--- config.mk ---
export PLATFORM = sky130hd
export DESIGN_NAME = digit_serial_adder_flat
export DESIGN_NICKNAME = d
export VERILOG_FILES = /design/src/rtl/digit_serial_adder_if.sv /design/src/rtl/digit_serial_adder.sv /design/src/flat_wrapper.sv
export SDC_FILE = /design/constraint.sdc
export NUM_CORES = 1
export LEC_CHECK = 0
export CORE_MARGIN = 2
export CORE_UTILIZATION = 46
export CTS_CLUSTER_SIZE = 24
export DETAILED_ROUTE_END_ITERATION = 16
export PLACE_DENSITY = 0.85
export SLEW_MARGIN = 15
export SYNTH_ARGS = -nofsm -noshare
export SYNTH_HDL_FRONTEND = slang
export SYNTH_SLANG_ARGS = --single-unit
--- constraint.sdc ---
create_clock -name clk -period 1.8 [get_ports clk]
set_input_delay 0.36 -clock clk [delete_from_list [all_inputs] [get_ports clk]]
set_output_delay 0.36 -clock clk [all_outputs]
set_load 0.005 [all_outputs]
--- src/rtl/digit_serial_adder_if.sv ---
`default_nettype none
// +----------------------------------------------------------------------+
// | digit_serial_adder_if: start/busy/done handshake and operand bundle   |
// | Revision: 1.0                                                         |
// +----------------------------------------------------------------------+
interface digit_serial_adder_if #(
  parameter int WIDTH = 8
);
  logic             start;
  logic             sub;
  logic [WIDTH-1:0] a;
  logic [WIDTH-1:0] b;
  logic             cin;
  logic             busy;
  logic             done;
  logic [WIDTH-1:0] s;
  logic             cout;
  logic             ovf;

  modport master (
    output start, sub, a, b, cin,
    input  busy, done, s, cout, ovf
  );

  modport slave (
    input  start, sub, a, b, cin,
    output busy, done, s, cout, ovf
  );
endinterface
`default_nettype wire

--- src/rtl/digit_serial_adder.sv ---
`default_nettype none
// +----------------------------------------------------------------------+
// | digit_serial_adder: DIGIT-bits-per-cycle add/sub over WIDTH/DIGIT clks |
// | Revision: 1.0                                                         |
// +----------------------------------------------------------------------+
module digit_serial_adder #(
  parameter int WIDTH = 8,
  parameter int DIGIT = 2
) (
  input  logic                 clk,
  input  logic                 rst_n,
  digit_serial_adder_if.slave  bus
);
  localparam int c_n     = WIDTH / DIGIT;
  localparam int c_cnt_w = (c_n > 1) ? $clog2(c_n) : 1;
  localparam logic [c_cnt_w-1:0] c_last = c_cnt_w'(c_n - 1);
  localparam logic [0:0] c_idle = 1'b0;
  localparam logic [0:0] c_run  = 1'b1;

  generate
    if (WIDTH < 1 || DIGIT < 1 || DIGIT > WIDTH || (WIDTH % DIGIT) != 0) begin : g_param_check
      $error("digit_serial_adder: need 1 <= DIGIT <= WIDTH and WIDTH %% DIGIT == 0");
    end
  endgenerate

  logic [0:0]         r_state;
  logic [0:0]         w_state_next;
  logic               w_busy;
  logic               w_load;
  logic               w_step;
  logic               w_finish;
  logic [WIDTH-1:0]   r_a;
  logic [WIDTH-1:0]   r_b;
  logic [WIDTH-1:0]   w_a_shift;
  logic [WIDTH-1:0]   w_b_shift;
  logic [WIDTH-1:0]   w_res_next;
  logic               r_carry;
  logic [c_cnt_w-1:0] r_cnt;
  logic [WIDTH-1:0]   r_s;
  logic               r_cout;
  logic               r_ovf;
  logic               r_done;
  logic [DIGIT:0]     w_digit;
  logic               w_msb_cin;

  always_ff @(posedge clk) begin
    if (!rst_n) r_state <= c_idle;
    else        r_state <= w_state_next;
  end

  always_comb begin
    w_state_next = r_state;
    case (r_state)
      c_idle:  if (bus.start)        w_state_next = c_run;
      c_run:   if (r_cnt == c_last)  w_state_next = c_idle;
      default:                       w_state_next = c_idle;
    endcase
  end

  always_comb begin
    w_busy   = (r_state == c_run);
    w_load   = (r_state == c_idle) && bus.start;
    w_step   = (r_state == c_run);
    w_finish = (r_state == c_run) && (r_cnt == c_last);
  end

  // Carry into the digit MSB is recovered from the sum bit, avoiding a second adder.
  assign w_digit   = {1'b0, r_a[DIGIT-1:0]} + {1'b0, r_b[DIGIT-1:0]} + {{DIGIT{1'b0}}, r_carry};
  assign w_msb_cin = w_digit[DIGIT-1] ^ r_a[DIGIT-1] ^ r_b[DIGIT-1];

  generate
    if (DIGIT == WIDTH) begin : g_single
      assign w_a_shift  = '0;
      assign w_b_shift  = '0;
      assign w_res_next = w_digit[DIGIT-1:0];
    end else begin : g_multi
      logic [WIDTH-DIGIT-1:0] r_res;

      assign w_a_shift  = {{DIGIT{1'b0}}, r_a[WIDTH-1:DIGIT]};
      assign w_b_shift  = {{DIGIT{1'b0}}, r_b[WIDTH-1:DIGIT]};
      assign w_res_next = {w_digit[DIGIT-1:0], r_res};

      always_ff @(posedge clk) begin
        if (!rst_n)      r_res <= '0;
        else if (w_step) r_res <= w_res_next[WIDTH-1:DIGIT];
      end
    end
  endgenerate

  always_ff @(posedge clk) begin
    if (!rst_n) begin
      r_a     <= '0;
      r_b     <= '0;
      r_carry <= 1'b0;
      r_cnt   <= '0;
      r_s     <= '0;
      r_cout  <= 1'b0;
      r_ovf   <= 1'b0;
      r_done  <= 1'b0;
    end else begin
      r_done <= w_finish;
      if (w_load) begin
        r_a     <= bus.a;
        r_b     <= bus.b ^ {WIDTH{bus.sub}};
        r_carry <= bus.cin ^ bus.sub;
        r_cnt   <= '0;
      end else if (w_step) begin
        r_a     <= w_a_shift;
        r_b     <= w_b_shift;
        r_carry <= w_digit[DIGIT];
        if (w_finish) begin
          r_cnt  <= '0;
          r_s    <= w_res_next;
          r_cout <= w_digit[DIGIT];
          r_ovf  <= w_msb_cin ^ w_digit[DIGIT];
        end else begin
          r_cnt  <= r_cnt + 1'b1;
        end
      end
    end
  end

  assign bus.busy = w_busy;
  assign bus.done = r_done;
  assign bus.s    = r_s;
  assign bus.cout = r_cout;
  assign bus.ovf  = r_ovf;
endmodule
`default_nettype wire

--- src/flat_wrapper.sv ---
// flat-port wrapper written by rule: the top's interface ports become plain ports
module digit_serial_adder_flat 
#(
  parameter int WIDTH = 8,
  parameter int DIGIT = 2
)
  (clk, rst_n, bus_start, bus_sub, bus_a, bus_b, bus_cin, bus_busy, bus_done, bus_s, bus_cout, bus_ovf);
  digit_serial_adder_if #(.WIDTH(WIDTH)) bus_i ();
  input  logic clk;
  input  logic rst_n;
  input wire logic [$bits(bus_i.start)-1:0] bus_start;
  input wire logic [$bits(bus_i.sub)-1:0] bus_sub;
  input wire logic [$bits(bus_i.a)-1:0] bus_a;
  input wire logic [$bits(bus_i.b)-1:0] bus_b;
  input wire logic [$bits(bus_i.cin)-1:0] bus_cin;
  output wire logic [$bits(bus_i.busy)-1:0] bus_busy;
  output wire logic [$bits(bus_i.done)-1:0] bus_done;
  output wire logic [$bits(bus_i.s)-1:0] bus_s;
  output wire logic [$bits(bus_i.cout)-1:0] bus_cout;
  output wire logic [$bits(bus_i.ovf)-1:0] bus_ovf;
  assign bus_i.start = bus_start;
  assign bus_i.sub = bus_sub;
  assign bus_i.a = bus_a;
  assign bus_i.b = bus_b;
  assign bus_i.cin = bus_cin;
  assign bus_busy = bus_i.busy;
  assign bus_done = bus_i.done;
  assign bus_s = bus_i.s;
  assign bus_cout = bus_i.cout;
  assign bus_ovf = bus_i.ovf;
  digit_serial_adder #(.WIDTH(WIDTH), .DIGIT(DIGIT)) u_core (.clk(clk), .rst_n(rst_n), .bus(bus_i));
endmodule
# Word level (Yosys, flattened, before mapping)
# Index checks and enable logic that the tools add are counted.
# Widths: inputs -> output; s select.
# totals
register_bits	37
out_inout_bits	12
inputBits	21
# op_classes
reduce_logical	5
n_addsub	3
muxes	10
n_bitwise	8
n_eq_ne	1
# op_table
op	count
$mux 8	4
$xor 8x8->8	1
$mux 1	4
$xor 1x1->1	4
$add 2x2->3	1
$add 3x1->3	1
$not 1->1	3
$reduce_and 3->1	1
$add 2x1->2 const B	1
$eq 2x2->1 const B	1
$logic_and 1x1->1	2
$mux 2	1
$pmux 1 s2	1
$reduce_bool 2->1	1
$reduce_or 2->1	1

# Depth between registers and ports, before layout
# depth
word_depth	5
ltp_mapped	6
depth_no_buf	6

# Worst setup path after synthesis
# No wires, ideal clock.
# synth_path
kind	register to register
startpoint	register u_core.r_carry
endpoint	register u_core.r_ovf, in the netlist u_core.bus.ovf
path_slack_ns	0.037
stages_incl_launch_ff	7
t_arrival_ns	1.644
period_less_slack_ns	1.763
setup_time_ns	0.119
t_required_ns	1.681
path_cell_list	dfxtp_1 -> inv_1 -> fa_1 -> fa_1 -> xnor2_1 -> xnor2_1 -> a21oi_1
# synth_between
elab_chain_len	4
# synth_lines
item	line	text
from (decl)	digit_serial_adder.sv:37	logic r_carry;
from (signal assigned)	digit_serial_adder.sv:105	r_carry <= bus.cin ^ bus.sub;
from (signal assigned)	digit_serial_adder.sv:110	r_carry <= w_digit[DIGIT];
$add 3x1->3 *	digit_serial_adder.sv:68	assign w_digit = {1'b0, r_a[DIGIT-1:0]} + {1'b0, r_b[DIGIT-1:0]} + {{DIGIT{1'b0}}, r_carry};
$xor 1x1->1 (2 in series)	digit_serial_adder.sv:69	assign w_msb_cin = w_digit[DIGIT-1] ^ r_a[DIGIT-1] ^ r_b[DIGIT-1];
$xor 1x1->1 *	digit_serial_adder.sv:115	r_ovf <= w_msb_cin ^ w_digit[DIGIT];
to (signal assigned)	digit_serial_adder.sv:115	
to (decl)	digit_serial_adder.sv:41	logic r_ovf;
# Every way passes the cells marked *; elsewhere a longest branch is shown, timed or not.
# A chain may end at the register's enable or synchronous reset.

# Worst setup path after layout
# Ends and elaborated chain as after synthesis.

==> flow_metrics.env <==
export IMPL_path_cells="inv_2 -> fa_2 -> fa_1 -> xnor2_1 -> xnor2_1 -> a21oi_1"
export IMPL_endpoint_kind="flip-flop"
export IMPL_fmax_ghz=0.570
export IMPL_grt_setup_unrepaired="yes"
export IMPL_worst_r2r_endpoint="u_core.bus.ovf"
export IMPL_path_depth=6
export IMPL_rows=21
export IMPL_cp_arrival_ns=1.99
export IMPL_cts_sink_count=37
export IMPL_crit_path_start_kind="flip-flop"
export IMPL_syn_cell_area_um2=1670
export IMPL_dr_pass1_iters=4
export IMPL_finalCritPeriodShare_pct=97.5
export IMPL_switching_power_w=0.000383
export IMPL_clkLatencyLatePin_ns=0.34
export IMPL_final_nets=233
export IMPL_initial_core_util_pct=49.0
export IMPL_dp_cells=247
export IMPL_vias_per_cell=4.89
export IMPL_finalSetupViolations=0
export IMPL_drtAntennaViolNets=0
export IMPL_ff2ff_path_depth=6
export IMPL_cp_top_family="adder cells"
export IMPL_area_growth_pct=24.8
export IMPL_powerDensity_nw_per_um2=746
export IMPL_ir_worst_vdd_uv=451
export IMPL_worstSetupStartpoint="u_core.r_carry"
export IMPL_core_um2=3420
export IMPL_grt_util_all_layers_pct=16.6
export IMPL_portBuffers=32
export IMPL_cp_required_ns=2.03
export IMPL_seq_area_um2=744
export IMPL_p_sw_share_pct=24.6
export IMPL_nFillCells=298
export IMPL_via_count=1247
export IMPL_relSlewSlack_pct=69.7
export IMPL_layout_cells_non_filler=255
export IMPL_dr_wl_met2_mm=1.34
export IMPL_top_layer_used="met4"
export IMPL_leakage_nw=0.849
export IMPL_drt_iter0_markers=47
export IMPL_ios=33
export IMPL_critPathBufInv=1
export IMPL_yosys_warnings=0
export IMPL_ys_ff_latch=37
export IMPL_cts_tree="done"
export IMPL_antennaDiodeCount=0
export IMPL_maxCapViolations=0
export IMPL_syn_inst=175
export IMPL_antenna_found_initial=0
export IMPL_cts_inserted_buffers=5
export IMPL_min_path_cells=2
export IMPL_p_int_w=0.00117
export IMPL_finalCriticalPeriod_ns=1.76
export IMPL_clk_path_buf_depth=2
export IMPL_pwr_share_clk_pct=28.2
export IMPL_drc_errors=0
export IMPL_met1_length_mm=1.56
export IMPL_synth_top_cell_by_area="dfxtp_1"
export IMPL_ys_types=28
export IMPL_multi_input_area_um2=812
export IMPL_path_common_cell="xnor2_1"
export IMPL_cts_htree_levels=2
export IMPL_route_met3_wl_um=154
export IMPL_dieWidth_um=64.3
export IMPL_critPathKind="reg -> reg"
export IMPL_drt_wirelength_per_cell_um=12.3
export IMPL_path_clk_slew_ns=0.10
export IMPL_crit_end="u_core.bus.ovf"
export IMPL_rrSetupSlack_ns=0.04
export IMPL_hold_viol=0
export IMPL_hold_path_class="reg -> reg"
export IMPL_grt_pass1_wl_mm=5.24
export IMPL_grt_max_degree=24
export IMPL_hpwl_mm=2.14
export IMPL_synth_top_area_share_pct=44.3
export IMPL_grt_pass1_vias=1172
export IMPL_clock_skew_final_ns=0.00831
export IMPL_drive_gt1_share_pct=11.0
export IMPL_syn_nets=199
export IMPL_power_frac_comb_pct=15.4
export IMPL_hold_buffers=0
export IMPL_critPathMaxStageDelay_ns=0.48
export IMPL_gp_congestion=0.761
export IMPL_drv_slew=0
export IMPL_timing_rr_start="u_core.r_carry"
export IMPL_slowest_stage="fa_1"
export IMPL_die_area_um2=4140
export IMPL_routed_wl_mm=3.14
export IMPL_worstPathMaxFanout=2
export IMPL_worst_pin_slew_ns=0.453
export IMPL_ys_top_cells_by_area="dfxtp_1, mux2i_1, nand2_1"
export IMPL_status="finished clean"
export IMPL_die_h_um=64.3
export IMPL_cts_root_buf="clkbuf_4"
export IMPL_seq_area_frac_synth_pct=44.3
export IMPL_grt_ovfl_total=0
export IMPL_power_w=0.00156
export IMPL_power_frac_seq_pct=56.4
export IMPL_syn_avg_cell_area_um2=9.56
[synthesized netlist by cell type]
cell and count:
o211a_1 5, buf_6 5, nor3b_1 2, xnor2_1 5, a211oi_1 2, and3_1 1
o21ai_1 1, nor2_1 6, a21boi_0 3, clkbuf_1 2, o21ai_0 14, a21boi_1 3
nor2b_1 6, nand3b_1 1, and2_1 6, dfxtp_1 37, mux2i_1 19, xor2_1 7
fa_1 2, nand3_1 6, buf_2 5, buf_4 2, inv_1 5, nand2b_1 1
a21oi_1 3, ha_1 1, and2_4 1, nand2_1 24
[metrics by stage]
step	utilization [%]	area, µm²	setup TNS [ns]	setup slack [ns]	hold WS (ns)
after global placement	59.1	2020	0	0.0274	0.442
final	61.1	2090	0	0.0444	0.459
after CTS	61.1	2090	-0.0248	-0.0248	0.462
after floorplan	-	1670	0	0.0374	0.430
after global routing	61.1	2090	-0.00665	-0.00665	0.486
after detailed placement	59.1	2020	-0.0382	-0.0382	0.448
[repair_timing]
action                                  in CTS  in global routing
endpoints found under the setup margin       1                  1
pin swaps                                    5                  5
gates resized for setup                      4                  3
cloned                                       0                  0
endpoints found under the hold margin        0                  0
setup buffers                                1                  0
[power groups by stage]
| stage | clock network [W] | logic (W) | registers, W |
|---|---|---|---|
| floorplan | 0 | 0.000155 | 0.000889 |
| global placement | 0 | 0.000229 | 0.000894 |
| detailed placement | 0 | 0.000236 | 0.000895 |
| CTS | 0.000453 | 0.000240 | 0.000877 |
| global route | 0.000486 | 0.000264 | 0.000883 |
| finish | 0.000440 | 0.000239 | 0.000879 |
[cell type report]
| class | count | share of cell area (%) |
|---|---|---|
| clock buffer | 7 | 2.64 |
| multi-input combinational | 119 | 38.9 |
| tap | 46 | 2.76 |
| sequential | 37 | 35.7 |
| timing repair buffer | 41 | 19.2 |
| inverter | 5 | 0.899 |
[flip-flops by register name, indices dropped and copies added (netlist names)]
signal / cells
u_core.bus.busy: 1
u_core.bus.ovf: 1
u_core.bus.done: 1
u_core.r_a: 8
u_core.bus.cout: 1
u_core.r_carry: 1
u_core.r_cnt: 2
u_core.r_b: 8
u_core.bus.s: 8
u_core.g_multi.r_res: 6
[logic make-up after synthesis]
kind of cell             count (synthesis)  share of synthesized area (%)
XOR/XNOR                                12                           6.28
flip-flops                              37                           44.3
AND/OR/NAND/NOR                         54                           15.6
AO/OA/AOI/OAI                           31                           12.0
buffers and inverters                   19                           7.33
adder cells (fa/ha/maj)                  3                           3.14
multiplexers                            19                           11.4
[metal layers]
metal  global-route usage, %  vias up
met4                    9.84        0
met1                    20.9      568
met2                    25.3       25
met3                    4.58        9
met5                       0        -
li1                        -      645
[tightest hold or removal path, stage by stage (launching register included)]
cell and delay (ns):
dfxtp_1 0.33, nand2_1 0.05, a21boi_1 0.04
[how the worst min path moves through the flow]
| stage | start | end | slack (ns) |
|---|---|---|---|
| after floorplan | u_core.g_multi.r_res[0] | u_core.bus.s[0] | 0.43 |
| after global placement | u_core.bus.s[5] | u_core.bus.s[5] | 0.44 |
| after detailed placement | u_core.g_multi.r_res[1] | u_core.bus.s[1] | 0.45 |
| after CTS | u_core.g_multi.r_res[1] | u_core.bus.s[1] | 0.46 |
| after global routing | u_core.g_multi.r_res[1] | u_core.bus.s[1] | 0.49 |
| final | u_core.g_multi.r_res[1] | u_core.bus.s[1] | 0.46 |
[cell usage in the layout, fill, tap and decap left out, drive strengths merged]
cell and n:
o211a 5, fa 2, xor2 7, dfxtp 37, nand3b 1, nor3b 2
nand2b 1, inv 5, mux2i 19, clkbuf 7, clkdlybuf4s50 32, xnor2 5
nand3 6, buf 9, nor2b 6, a21boi 6, nand2 24, ha 1
o21ai 15, a211oi 2, a21oi 3, and2 7, nor2 6, and3 1
Power figures use the tool's default switching activity.
